File: config.mk
export PLATFORM = sky130hd
export DESIGN_NAME = ifetch_queue
export DESIGN_NICKNAME = d
export VERILOG_FILES = /design/src/rtl/ifetch_queue.sv
export SDC_FILE = /design/constraint.sdc
export NUM_CORES = 1
export LEC_CHECK = 0
export BUFFER_PORTS_ARGS = -buffer_cell sky130_fd_sc_hd__buf_2
export CAP_MARGIN = 20
export CORE_MARGIN = 10
export CORE_UTILIZATION = 30
export DETAILED_ROUTE_END_ITERATION = 10
export PLACE_DENSITY_LB_ADDON = 0.1
export SYNTH_ARGS = -nofsm -noshare
export SYNTH_HDL_FRONTEND = slang
export SYNTH_SLANG_ARGS = --single-unit
File: constraint.sdc
create_clock -name clk -period 2.45 [get_ports clk]
set_input_delay 0.245 -clock clk [delete_from_list [all_inputs] [get_ports clk]]
set_output_delay 0.245 -clock clk [all_outputs]
set_load 0.01 [all_outputs]
File: src/rtl/ifetch_queue.sv
// rtl/ifetch_queue.sv - instruction prefetch queue with sequential fetch, one outstanding request and redirect flush
module ifetch_queue #(
  parameter int          DEPTH    = 4,
  parameter logic [31:0] RESET_PC = 32'h0,
  parameter logic [31:0] PC_INC   = 32'd4
) (
  input  logic        clk,
  input  logic        rst_n,
  output logic        mem_req,
  output logic [31:0] mem_addr,
  input  logic        mem_ack,
  input  logic [31:0] mem_rdata,
  output logic        out_valid,
  output logic [31:0] out_instr,
  output logic [31:0] out_pc,
  input  logic        pop,
  input  logic        redirect,
  input  logic [31:0] redirect_pc
);

  localparam int AW = $clog2(DEPTH);
  localparam logic [AW:0] CNT_ONE  = (AW+1)'(1);
  localparam logic [AW:0] CNT_FULL = (AW+1)'(DEPTH);

  typedef enum logic [1:0] {IDLE, REQ, DROP} state_t;

  state_t        state;
  logic [31:0]   fetch_pc;
  logic [31:0]   pend_pc;
  logic [31:0]   pc_mem    [DEPTH];
  logic [31:0]   instr_mem [DEPTH];
  logic [AW-1:0] wr_ptr;
  logic [AW-1:0] rd_ptr;
  logic [AW:0]   count;
  logic [AW:0]   count_next;
  logic          push;
  logic          do_pop;
  logic          has_room;

  // Only a live (non-stale) response in REQ is ever buffered.
  assign push     = mem_req & mem_ack & (state == REQ) & ~redirect;
  assign do_pop   = pop & out_valid & ~redirect;
  assign has_room = count_next < CNT_FULL;

  always_comb begin
    count_next = count;
    if (redirect)
      count_next = '0;
    else if (push && !do_pop)
      count_next = count + CNT_ONE;
    else if (!push && do_pop)
      count_next = count - CNT_ONE;
  end

  // Room is judged on the post-update count so a pop while full restarts fetch next cycle.
  always_ff @(posedge clk or negedge rst_n) begin
    if (!rst_n) begin
      state    <= IDLE;
      mem_req  <= 1'b0;
      fetch_pc <= RESET_PC;
      pend_pc  <= RESET_PC;
    end else begin
      case (state)
        IDLE: begin
          if (redirect) begin
            fetch_pc <= redirect_pc;
            state    <= REQ;
            mem_req  <= 1'b1;
          end else if (has_room) begin
            state   <= REQ;
            mem_req <= 1'b1;
          end
        end
        REQ: begin
          if (mem_ack) begin
            if (redirect) begin
              fetch_pc <= redirect_pc;
            end else begin
              fetch_pc <= fetch_pc + PC_INC;
              if (!has_room) begin
                state   <= IDLE;
                mem_req <= 1'b0;
              end
            end
          end else if (redirect) begin
            pend_pc <= redirect_pc;
            state   <= DROP;
          end
        end
        DROP: begin
          // The bus still owns the stale address until its ack arrives.
          if (mem_ack) begin
            fetch_pc <= redirect ? redirect_pc : pend_pc;
            state    <= REQ;
          end else if (redirect) begin
            pend_pc <= redirect_pc;
          end
        end
        default: begin
          state   <= IDLE;
          mem_req <= 1'b0;
        end
      endcase
    end
  end

  always_ff @(posedge clk or negedge rst_n) begin
    if (!rst_n) begin
      wr_ptr <= '0;
      rd_ptr <= '0;
      count  <= '0;
      for (int i = 0; i < DEPTH; i++) begin
        pc_mem[i]    <= '0;
        instr_mem[i] <= '0;
      end
    end else begin
      count <= count_next;
      if (redirect) begin
        wr_ptr <= '0;
        rd_ptr <= '0;
      end else begin
        if (push) begin
          pc_mem[wr_ptr]    <= fetch_pc;
          instr_mem[wr_ptr] <= mem_rdata;
          wr_ptr            <= wr_ptr + AW'(1);
        end
        if (do_pop)
          rd_ptr <= rd_ptr + AW'(1);
      end
    end
  end

  assign mem_addr  = fetch_pc;
  assign out_valid = (count != '0);
  assign out_instr = instr_mem[rd_ptr];
  assign out_pc    = pc_mem[rd_ptr];

endmodule

==> reports/results.ini, run 1 <==
[outcome]
status=finished, final reports clean

[floorplanning]
dieArea_sq_um=61500
ios=167
initial_core_util_pct=30.3
die_w_microns=248
die_h_microns=248
fp-row-count=83
core_sq_um=51400

[critical_path]
critical_path_buf_inv_count=2
r2r-start=state[1]$_DFFE_PN0P_
path_class=reg2out
rrSetupSlack_ns=0.19
critPathMaxFanout=18
cpLargestDelayFamily=multiplexers
slowest_delay_ns=0.60
crit_chain=buf_6 -> mux4_2 -> buf_2
rr_worst_depth=8
start_kind=register
cp.arrival_ns=2.08
cp-startpoint=rd_ptr[0]$_DFFE_PN0P_
timing.rr.end=state[1]$_DFFE_PN0P_
cpMaxStageDelayCell=mux4_2
required_ns=2.20
cp-end-kind=primary output

[global_route]
grt_pass1_vias=11300
grt_use_total_pct=14.9
grt_pass1_wl_mm=71.3
antenna_found_initial=1
grt_max_degree=65
overflow=0

[synth]
synth_fp_nets=1246
syn_inst=1164
ys_ff_latch=330
ys_seq_area_share_pct=53.0
syn_area_per_cell_sq_um=13.4
ys_types=59
synth_top_area_cell=dfrtp_1
synthArstFlopShare_pct=100
yosys_warnings=0
netlist_top_cells_count=dfrtp_1 (330), mux2_2 (273), o21ai_0 (75), nand2_1 (70), mux4_2 (64)
synth_ff_type=dfrtp_1
yosys-top-cells-area=dfrtp_1 (53%), mux2_2 (20%), mux4_2 (9.2%)
yosys.area.top_type_share_pct=53.0
synth_edf_count=0
synth_area_sq_um=15600
yosysMostFrequentCell=dfrtp_1

[timing]
fmax_mhz=431
final_max_slew_viol_count=0
finalSetupTns_ns=0
max_slew_margin_pct=67.3
min_period_ns=2.32
hold_violations=0
min_period_over_period_pct=94.7
grt_setup_unrepaired=false
setup_viol=0
worst_slew_pin_slew_ns=0.490
fin_skew_ns=0.0183

[route]
wire_per_inst_microns=21.0
viasPerCell=4.97
postRouteAntennaNets=0
route.vias.total=10600
drc=0
firstDrtPassIters=5
routed_wl_mm=44.8
dr.first_iter.drc_count=575

[placed_design]
placed_cells_incl_taps=1990
detailed_place_hpwl_mm=29.7
port_buffers=166
gp_congestion=0.790

[cells_and_area]
drive_above_1_share_pct=45.3
fin_cells=2131
synthToLayoutAreaGrowth_pct=26.6
final_nets=1500
fillerInstances=4983

[clock_tree]
cts_tree=yes
cts-root-buf=clkbuf_16
cts_buffers=40
cts_buffer_depth=3
htree_levels=2
clk_pin_slew_ns=0.06
cts.sinks=330
clock_latency_ns=0.56

[worst_hold_path]
holdPathStages=2
holdCritStartpoint=mem_ack
hold_class=in2reg
min_to=mem_req$_DFFE_PN0P_

[power]
total_leakage_power_uw=0.00919
p_per_area_nw_per_um2=1170
ir_drop_mv=0.492

[run]
maxCapViolCount=0

[worst max path at each step]
| stage | endpoint | slack [ns] | cells after the start |
|---|---|---|---|
| final | out_pc[25] | 0.13 | 3 |
| after global routing | mem_addr[27]$_DFFE_PN0P_ | 0.007 | 8 |
| after CTS | out_pc[5] | -0.05 | 3 |
| after detailed placement | pc_mem[7]$_DFFE_PN0P_ | 0.12 | 7 |
| after global placement | instr_mem[26]$_DFFE_PN0P_ | 0.17 | 7 |
| after floorplan | mem_addr[31]$_DFFE_PN0P_ | 0.33 | 10 |
[stage by stage]
step	utilization, %	instance area, sq um	power, uW	hold WS [ns]	setup WS, ns
after CTS	38.3	19700	23500	0.0428	-0.0452
after detailed placement	34.4	17700	17100	0.229	0.119
after global placement	34.4	17700	16900	0.226	0.167
after global routing	38.4	19700	24700	0.0858	0.00739
final	38.4	19700	23100	0.0835	0.129
after floorplan	-	15600	13400	-0.0506	0.325
[layer usage]
metal,track usage (%),part of all wire [%]
met5,0,0.029
met4,3.53,1.7
met3,3.05,4.7
met2,24.2,47
met1,20.2,46
[power by group]
group	switching (uW)	internal, uW
clock network	2400	3840
logic	4510	4160
registers	1130	7020
total	8040	15000
[sequential cells by signal (all words and copies together) (netlist names)]
signal	flops
count	3
state	2
pend_pc	32
mem_addr	32
instr_mem	128
mem_req	1
pc_mem	128
wr_ptr	2
rd_ptr	2
[cell usage in the layout (no fill, tap or decap), types with 20 or more instances in the layout]
| cell | netlist | final |
|---|---|---|
| buf_4 | 0 | 46 |
| clkbuf_16 | 0 | 41 |
| mux2_2 | 273 | 273 |
| nand3_1 | 22 | 22 |
| dlygate4sd3_1 | 0 | 65 |
| nand2_1 | 70 | 66 |
| mux4_2 | 64 | 64 |
| o21ai_0 | 75 | 75 |
| dfrtp_1 | 330 | 328 |
| buf_12 | 0 | 20 |
| buf_2 | 50 | 165 |
| nor2_1 | 57 | 57 |
[worst register-to-register path, cell delays in order (launching register included)]
cell      delay [ns]
dfrtp_1         0.43
inv_1           0.10
ha_1            0.20
buf_4           0.18
and3_1          0.32
nor3_1          0.13
or4b_1          0.50
nand2_1         0.13
o221ai_1        0.13
[layout make-up]
cell class,instances,area (sq um),area share [%]
flip-flops and latches,330,8270,41.9
multi-input cells,730,6900,35.0
repair buffers,300,2270,11.5
clock buffers,57,1170,5.91
well taps,680,851,4.31
clock inverters,15,215,1.09
inverters,16,60.1,0.304
diodes,3,7.51,0.0380
[repair_timing]
| item | CTS | global route |
|---|---|---|
| setup endpoints to repair | 16 | 39 |
| endpoints found under the hold margin | 217 | 0 |
| hold buffers | 65 | 0 |
| buffers inserted | 0 | 1 |
| resized for setup | 0 | 3 |
[kinds of logic (layout without fill, tap and decap cells)]
family          Yosys count  count (layout)  share of synthesized area [%]
mux                     339             339                           29.1
simple gates            216             216                           7.04
compound gates          156             156                           6.56
other cells               0               3                              0
xor+xnor                  6               6                          0.337
buf+inv                 104             388                           2.95
flops                   330             330                           53.0
fa+ha+maj                13              13                           1.04
(Power assumes the default switching activity.)
==> run 2, diff against run 1 <==
--- a/config.mk
+++ b/config.mk
@@ -7,8 +7,9 @@
 export LEC_CHECK = 0
 export BUFFER_PORTS_ARGS = -buffer_cell sky130_fd_sc_hd__buf_2
 export CAP_MARGIN = 20
-export CORE_MARGIN = 10
+export CORE_MARGIN = 2
 export CORE_UTILIZATION = 30
+export CTS_BUF_LIST = sky130_fd_sc_hd__clkbuf_4 sky130_fd_sc_hd__clkbuf_8 sky130_fd_sc_hd__clkbuf_16
 export DETAILED_ROUTE_END_ITERATION = 10
 export PLACE_DENSITY_LB_ADDON = 0.1
 export SYNTH_ARGS = -nofsm -noshare
==> run 2 against run 1 <==
Compared with the run above: maximum frequency decreased by 1.0%; combinational power increased by 1%; sequential share of layout area decreased by 0.34 points; largest cell class unchanged; largest power group unchanged; via count decreased by 1.1%.
==> reports/results.ini, run 2 (synthesis gave the netlist of run 1 again) <==
[critical_path]
critPathMaxFanout=17  ; -1
required_ns=2.20  ; about the same
timing.rr.end=instr_mem[112]$_DFFE_PN0P_
cp-startpoint=rd_ptr[0]$_DFFE_PN0P_
crit_chain=buf_6 -> mux4_2 -> buf_2
rrSetupSlack_ns=0.16  ; -0.03 ns
path_class=reg2out
cp-end-kind=primary output
rr_worst_depth=7  ; -1
cp.arrival_ns=2.10  ; +0.02 ns
start_kind=register
r2r-start=state[1]$_DFFE_PN0P_
slowest_delay_ns=0.62  ; +0.02 ns
cpMaxStageDelayCell=mux4_2

[timing]
fmax_mhz=426  ; -1.0%
max_slew_margin_pct=65.9  ; -1.4 points
fin_skew_ns=0.0103  ; -0.00804 ns
hold_violations=0  ; unchanged
min_period_over_period_pct=95.7  ; +0.97 points
worst_slew_pin_slew_ns=0.511  ; +0.0216 ns
finalSetupTns_ns=0  ; unchanged
min_period_ns=2.34  ; +0.0238 ns
grt_setup_unrepaired=false
final_max_slew_viol_count=0  ; unchanged
fin_hold_ws_ns=0.0658  ; -0.0178 ns
setup_viol=0  ; unchanged

[global_route]
overflow=0  ; unchanged
antenna_found_initial=0  ; -1
grt_pass1_wl_mm=67.5  ; -5.4%
grt_max_degree=57  ; -12%
grt_use_total_pct=16.2  ; +1.3 points
grt_pass1_vias=11000  ; -2.9%

[cells_and_area]
fin_cells=2131  ; unchanged
num_antenna_cells=0  ; -3
reg.largest.list=instr_mem: 128 flops, pc_mem: 128 flops
final_util_pct=38.8  ; +0.39 points
final_nets=1504  ; +0.27%
fillerInstances=4926  ; -1.1%
final_common_cell=dfrtp_1
synthToLayoutAreaGrowth_pct=27.7
regArea_sq_um=8270  ; unchanged
stdcell_area_sq_um=19900  ; +0.82%
final_cell_mix=dfrtp_1 (328), mux2_2 (273), buf_2 (165), o21ai_0 (75), nand2_1 (66)
multiInputGateArea_sq_um=6910  ; about the same
drive_above_1_share_pct=46.0  ; +0.73 points

[clock_tree]
cts-root-buf=clkbuf_16
cts_tree=yes
cts_buffers=41  ; +2.5%
cts_buffer_depth=3  ; unchanged
cts.sinks=330  ; unchanged
clock_latency_ns=0.56  ; about the same
clk_pin_slew_ns=0.06  ; about the same
htree_levels=2  ; unchanged

[power]
ir_drop_mv=0.441  ; -10%
total_leakage_power_uw=0.00930  ; +1.1%
p_per_area_nw_per_um2=1170  ; about the same

[route]
viasPerCell=4.91  ; -1.1%
wire_per_inst_microns=20.1  ; -4.5%
firstDrtPassIters=5  ; unchanged
dr.first_iter.drc_count=476  ; -17%
postRouteAntennaNets=0  ; unchanged
drc=0  ; unchanged
routed_wl_mm=42.8  ; -4.5%
route.vias.total=10500  ; -1.1%

[placed_design]
gp_congestion=0.771  ; -2.5%
place_area_sq_um=17800  ; +0.74%
detailed_place_hpwl_mm=28.8  ; -3.1%
placed_cells_incl_taps=1994  ; +0.20%
port_buffers=166  ; unchanged

[run]
maxCapViolCount=0  ; unchanged

[outcome]
status=finished, final reports clean

[worst_hold_path]
min_to=mem_req$_DFFE_PN0P_
holdPathStages=2  ; unchanged
holdCritStartpoint=mem_ack
hold_class=in2reg

[floorplanning]
dieArea_sq_um=53800  ; -12%
die_w_microns=232  ; -6.5%
core_sq_um=51300  ; -0.20%
fp-row-count=83  ; unchanged
initial_core_util_pct=30.4  ; +0.061 points
die_h_microns=232  ; -6.5%
ios=167  ; unchanged

-- run 2: cell types whose count changed in the layout (fill, tap and decap cells not counted), sizes merged --
cell      delta
diode        -3
inv          -1
clkinv       -1
clkinvlp     -3
clkbuf       +5
buf          +3
-- run 2: worst max-delay path: cells and delay by family, from the launching register on --
kind                   cells  cell delay [ns]
buffers and inverters      2             0.45
DFF                        1             0.46
muxes                      1             0.62
-- run 2: timing repair --
item,4_1_cts,5_1_grt
cloned,0,0
hold endpoints to repair,216,0
resized for setup,1,2
hold buffers,65,0
setup buffers,0,0
setup endpoints to repair,5,3
-- run 2: how the worst max path moves through the flow --
stage / end / depth (start not counted)
2_1_floorplan: mem_addr[31]$_DFFE_PN0P_ / 10
3_3_place_gp: mem_addr[20]$_DFFE_PN0P_ / 7
3_5_place_dp: mem_addr[20]$_DFFE_PN0P_ / 7
4_1_cts: out_pc[25] / 3
5_1_grt: instr_mem[110]$_DFFE_PN0P_ / 7
6_report: out_pc[25] / 3
-- run 2: per-layer routing --
layer / track usage (%) / vias up / part of all wire [%]
li1: - / 4857 / -
met1: 22.4 / 5379 / 47
met2: 26.4 / 182 / 47
met3: 3.20 / 53 / 3.9
met4: 3.55 / 0 / 1.6
met5: 0 / - / 0
-- run 2: stage by stage --
step                setup WS, ns  power, uW
CTS                       0.0136      23700
global route             0.00619      24800
floorplan                  0.325      13400
global placement           0.113      17000
finish                     0.105      23300
detailed placement         0.135      17100
-- run 2: power breakdown --
part	total (uW)	internal [uW]	switching [uW]
Clock	6380	4010	2370
Combinational	8800	4310	4480
Sequential	8090	7030	1070
-- run 2: layout make-up --
cell class,count,area share [%]
well taps,680,4.27
clock buffers,62,6.20
multi-input cells,730,34.7
clock inverters,10,1.01
repair buffers,303,12.0
flip-flops and latches,330,41.5
inverters,16,0.302
==> run 3, diff against run 2 <==
--- a/config.mk
+++ b/config.mk
@@ -8,7 +8,7 @@
 export BUFFER_PORTS_ARGS = -buffer_cell sky130_fd_sc_hd__buf_2
 export CAP_MARGIN = 20
 export CORE_MARGIN = 2
-export CORE_UTILIZATION = 30
+export CORE_UTILIZATION = 34
 export CTS_BUF_LIST = sky130_fd_sc_hd__clkbuf_4 sky130_fd_sc_hd__clkbuf_8 sky130_fd_sc_hd__clkbuf_16
 export DETAILED_ROUTE_END_ITERATION = 10
 export PLACE_DENSITY_LB_ADDON = 0.1
==> run 3 against run 2 <==
Compared with the run above: sequential power barely moved; first-iteration DRC count rose by 14%; final area fell by 1.3%; utilization rose by 4.6 points; global-route usage rose by 1.3 points; register-to-register slack improved by 0.06 ns; maximum frequency rose by 1.5%.
==> reports/results.ini, run 3 (synthesis gave the netlist of run 1 again) <==
[global_route]
antenna_found_initial=0  ; unchanged
grt_pass1_vias=10900  ; -0.57%
grt_use_total_pct=17.5  ; +1.3 points
grt_pass1_wl_mm=64.9  ; -3.9%
grt_max_degree=71  ; +25%
overflow=0  ; unchanged

[critical_path]
rrSetupSlack_ns=0.22  ; +0.06 ns
cpLargestDelayFamily=multiplexers
critPathMaxFanout=23  ; +6
crit_chain=buf_12 -> mux4_2 -> buf_2
rr_worst_depth=9  ; +2
cpMaxStageDelayCell=mux4_2
cp-end-kind=primary output
start_kind=register
slowest_delay_ns=0.57  ; -0.05 ns
timing.rr.end=state[0]$_DFFE_PN0P_
r2r-start=state[1]$_DFFE_PN0P_
critical_path_buf_inv_count=2  ; unchanged
required_ns=2.20  ; about the same
path_class=reg2out
cp.arrival_ns=2.07  ; -0.03 ns

[route]
route.vias.total=10500  ; -0.15%
wire_per_inst_microns=20.0  ; -0.59%
routed_wl_mm=40.8  ; -4.6%
firstDrtPassIters=5  ; unchanged
postRouteAntennaNets=0  ; unchanged
viasPerCell=5.11  ; +4.0%
dr.first_iter.drc_count=541  ; +14%
drc=0  ; unchanged

[floorplanning]
die_h_microns=218  ; -6.0%
die_w_microns=218  ; -6.0%
fp-row-count=78  ; -6.0%
core_sq_um=45300  ; -12%
initial_core_util_pct=34.4  ; +4.0 points
dieArea_sq_um=47600  ; -12%
ios=167  ; unchanged

[clock_tree]
cts.sinks=330  ; unchanged
cts_tree=yes
htree_levels=2  ; unchanged
clock_latency_ns=0.56  ; about the same
cts_buffer_depth=3  ; unchanged
clk_pin_slew_ns=0.06  ; about the same
cts_buffers=40  ; -2.4%
cts-root-buf=clkbuf_16

[run]
maxCapViolCount=0  ; unchanged

[power]
p_per_area_nw_per_um2=1170  ; about the same
total_leakage_power_uw=0.00922  ; -0.87%
ir_drop_mv=0.544  ; +23%

[timing]
max_slew_margin_pct=60.0  ; -5.9 points
finalSetupTns_ns=0  ; unchanged
fin_skew_ns=0.0192  ; +0.00884 ns
fmax_mhz=433  ; +1.5%
final_max_slew_viol_count=0  ; unchanged
setup_viol=0  ; unchanged
min_period_over_period_pct=94.3  ; -1.4 points
min_period_ns=2.31  ; -0.0346 ns
worst_slew_pin_slew_ns=0.599  ; +0.0879 ns
hold_violations=0  ; unchanged
fin_hold_ws_ns=0.0695  ; +0.00373 ns
worst_slack_ns=0.140  ; +0.0346 ns
grt_setup_unrepaired=false

[placed_design]
gp_congestion=0.782  ; +1.4%
port_buffers=166  ; unchanged
place_ws_ns=0.161  ; +0.0266 ns
detailed_place_hpwl_mm=27.3  ; -5.4%

[cells_and_area]
final_util_pct=43.4  ; +4.6 points
fillerInstances=4303  ; -13%
final_common_cell=dfrtp_1
reg.largest.list=instr_mem: 128 flops, pc_mem: 128 flops
final_cell_mix=dfrtp_1 (328), mux2_2 (273), buf_2 (165), o21ai_0 (75), nand2_1 (66)
synthToLayoutAreaGrowth_pct=26.0
final_nets=1501  ; -0.20%
drive_above_1_share_pct=45.8  ; -0.22 points
num_antenna_cells=0  ; unchanged

[worst_hold_path]
hold_class=in2reg
holdCritStartpoint=pop
holdPathStages=3  ; +1
min_to=count[1]$_DFFE_PN0P_

[outcome]
status=finished, final reports clean

[run 3: changes by cell type in the layout (fill, tap and decap cells not counted), sizes merged]
| cell | delta |
|---|---|
| inv | +1 |
| clkinvlp | +1 |
| clkinv | -1 |
| buf | -2 |
| bufinv | -1 |
| clkbuf | -4 |
[run 3: final cells by class]
class	instances	area, sq um	area share, %
timing repair buffer	301	2300	11.7
multi-input combinational	730	6910	35.2
inverter	16	60.1	0.306
tap	600	751	3.82
clock inverter	10	160	0.815
clock buffer	58	1200	6.13
sequential	330	8270	42.1
[run 3: how the worst max path moves through the flow]
stage | slack [ns] | to | startpoint | cells past startpoint
after global placement | 0.20 | mem_addr[10]$_DFFE_PN0P_ | state[1]$_DFFE_PN0P_ | 7
final | 0.14 | out_instr[17] | rd_ptr[0]$_DFFE_PN0P_ | 3
after CTS | 0.08 | out_pc[31] | rd_ptr[0]$_DFFE_PN0P_ | 3
after floorplan | 0.33 | mem_addr[31]$_DFFE_PN0P_ | state[0]$_DFFE_PN0P_ | 10
after detailed placement | 0.16 | instr_mem[56]$_DFFE_PN0P_ | state[1]$_DFFE_PN0P_ | 7
after global routing | 0.0002 | state[0]$_DFFE_PN0P_ | state[1]$_DFFE_PN0P_ | 8
[run 3: metal layers]
metal  global-route usage [%]  vias to the layer above  routed length (microns)
met5                        0                        -                        0
met4                     4.13                        0                      701
met3                     3.17                       54                     1400
met2                     27.9                      184                    19100
met1                     24.9                     5393                    19600
li1                         -                     4824                        -
[run 3: where the power goes]
| group | switching (uW) | total, uW | internal (uW) | leakage [uW] |
|---|---|---|---|---|
| Sequential | 1100 | 8120 | 7030 | 0.00436 |
| Clock | 2300 | 6120 | 3820 | 0.000682 |
| Combinational | 4390 | 8700 | 4310 | 0.00418 |
| Total | 7790 | 22900 | 15200 | 0.00922 |
[run 3: timing repair]
| action | in CTS | in global routing |
|---|---|---|
| pin swaps | 0 | 0 |
| gates resized for setup | 0 | 3 |
| endpoints found under the hold margin | 223 | 0 |
| setup endpoints to repair | 12 | 22 |
| hold buffers | 65 | 0 |
| setup buffers | 1 | 0 |
[run 3: metrics by stage]
step / total power (uW) / cell area, sq um / std cells
final: 22900 / 19600 / 2045
after global routing: 24400 / 19600 / 2045
after global placement: 16800 / 17600 / 1911
after detailed placement: 17000 / 17600 / 1911
after CTS: 23300 / 19600 / 2045
after floorplan: 13400 / 15600 / 1164
[run 3: worst register-to-register path, cell delays in order (launching register included)]
cell and delay, ns:
dfrtp_1 0.41, inv_1 0.08, ha_1 0.25, buf_4 0.19, and3_1 0.17, buf_4 0.17
nand2b_1 0.07, a21oi_1 0.06, o31ai_1 0.34, mux2_2 0.38
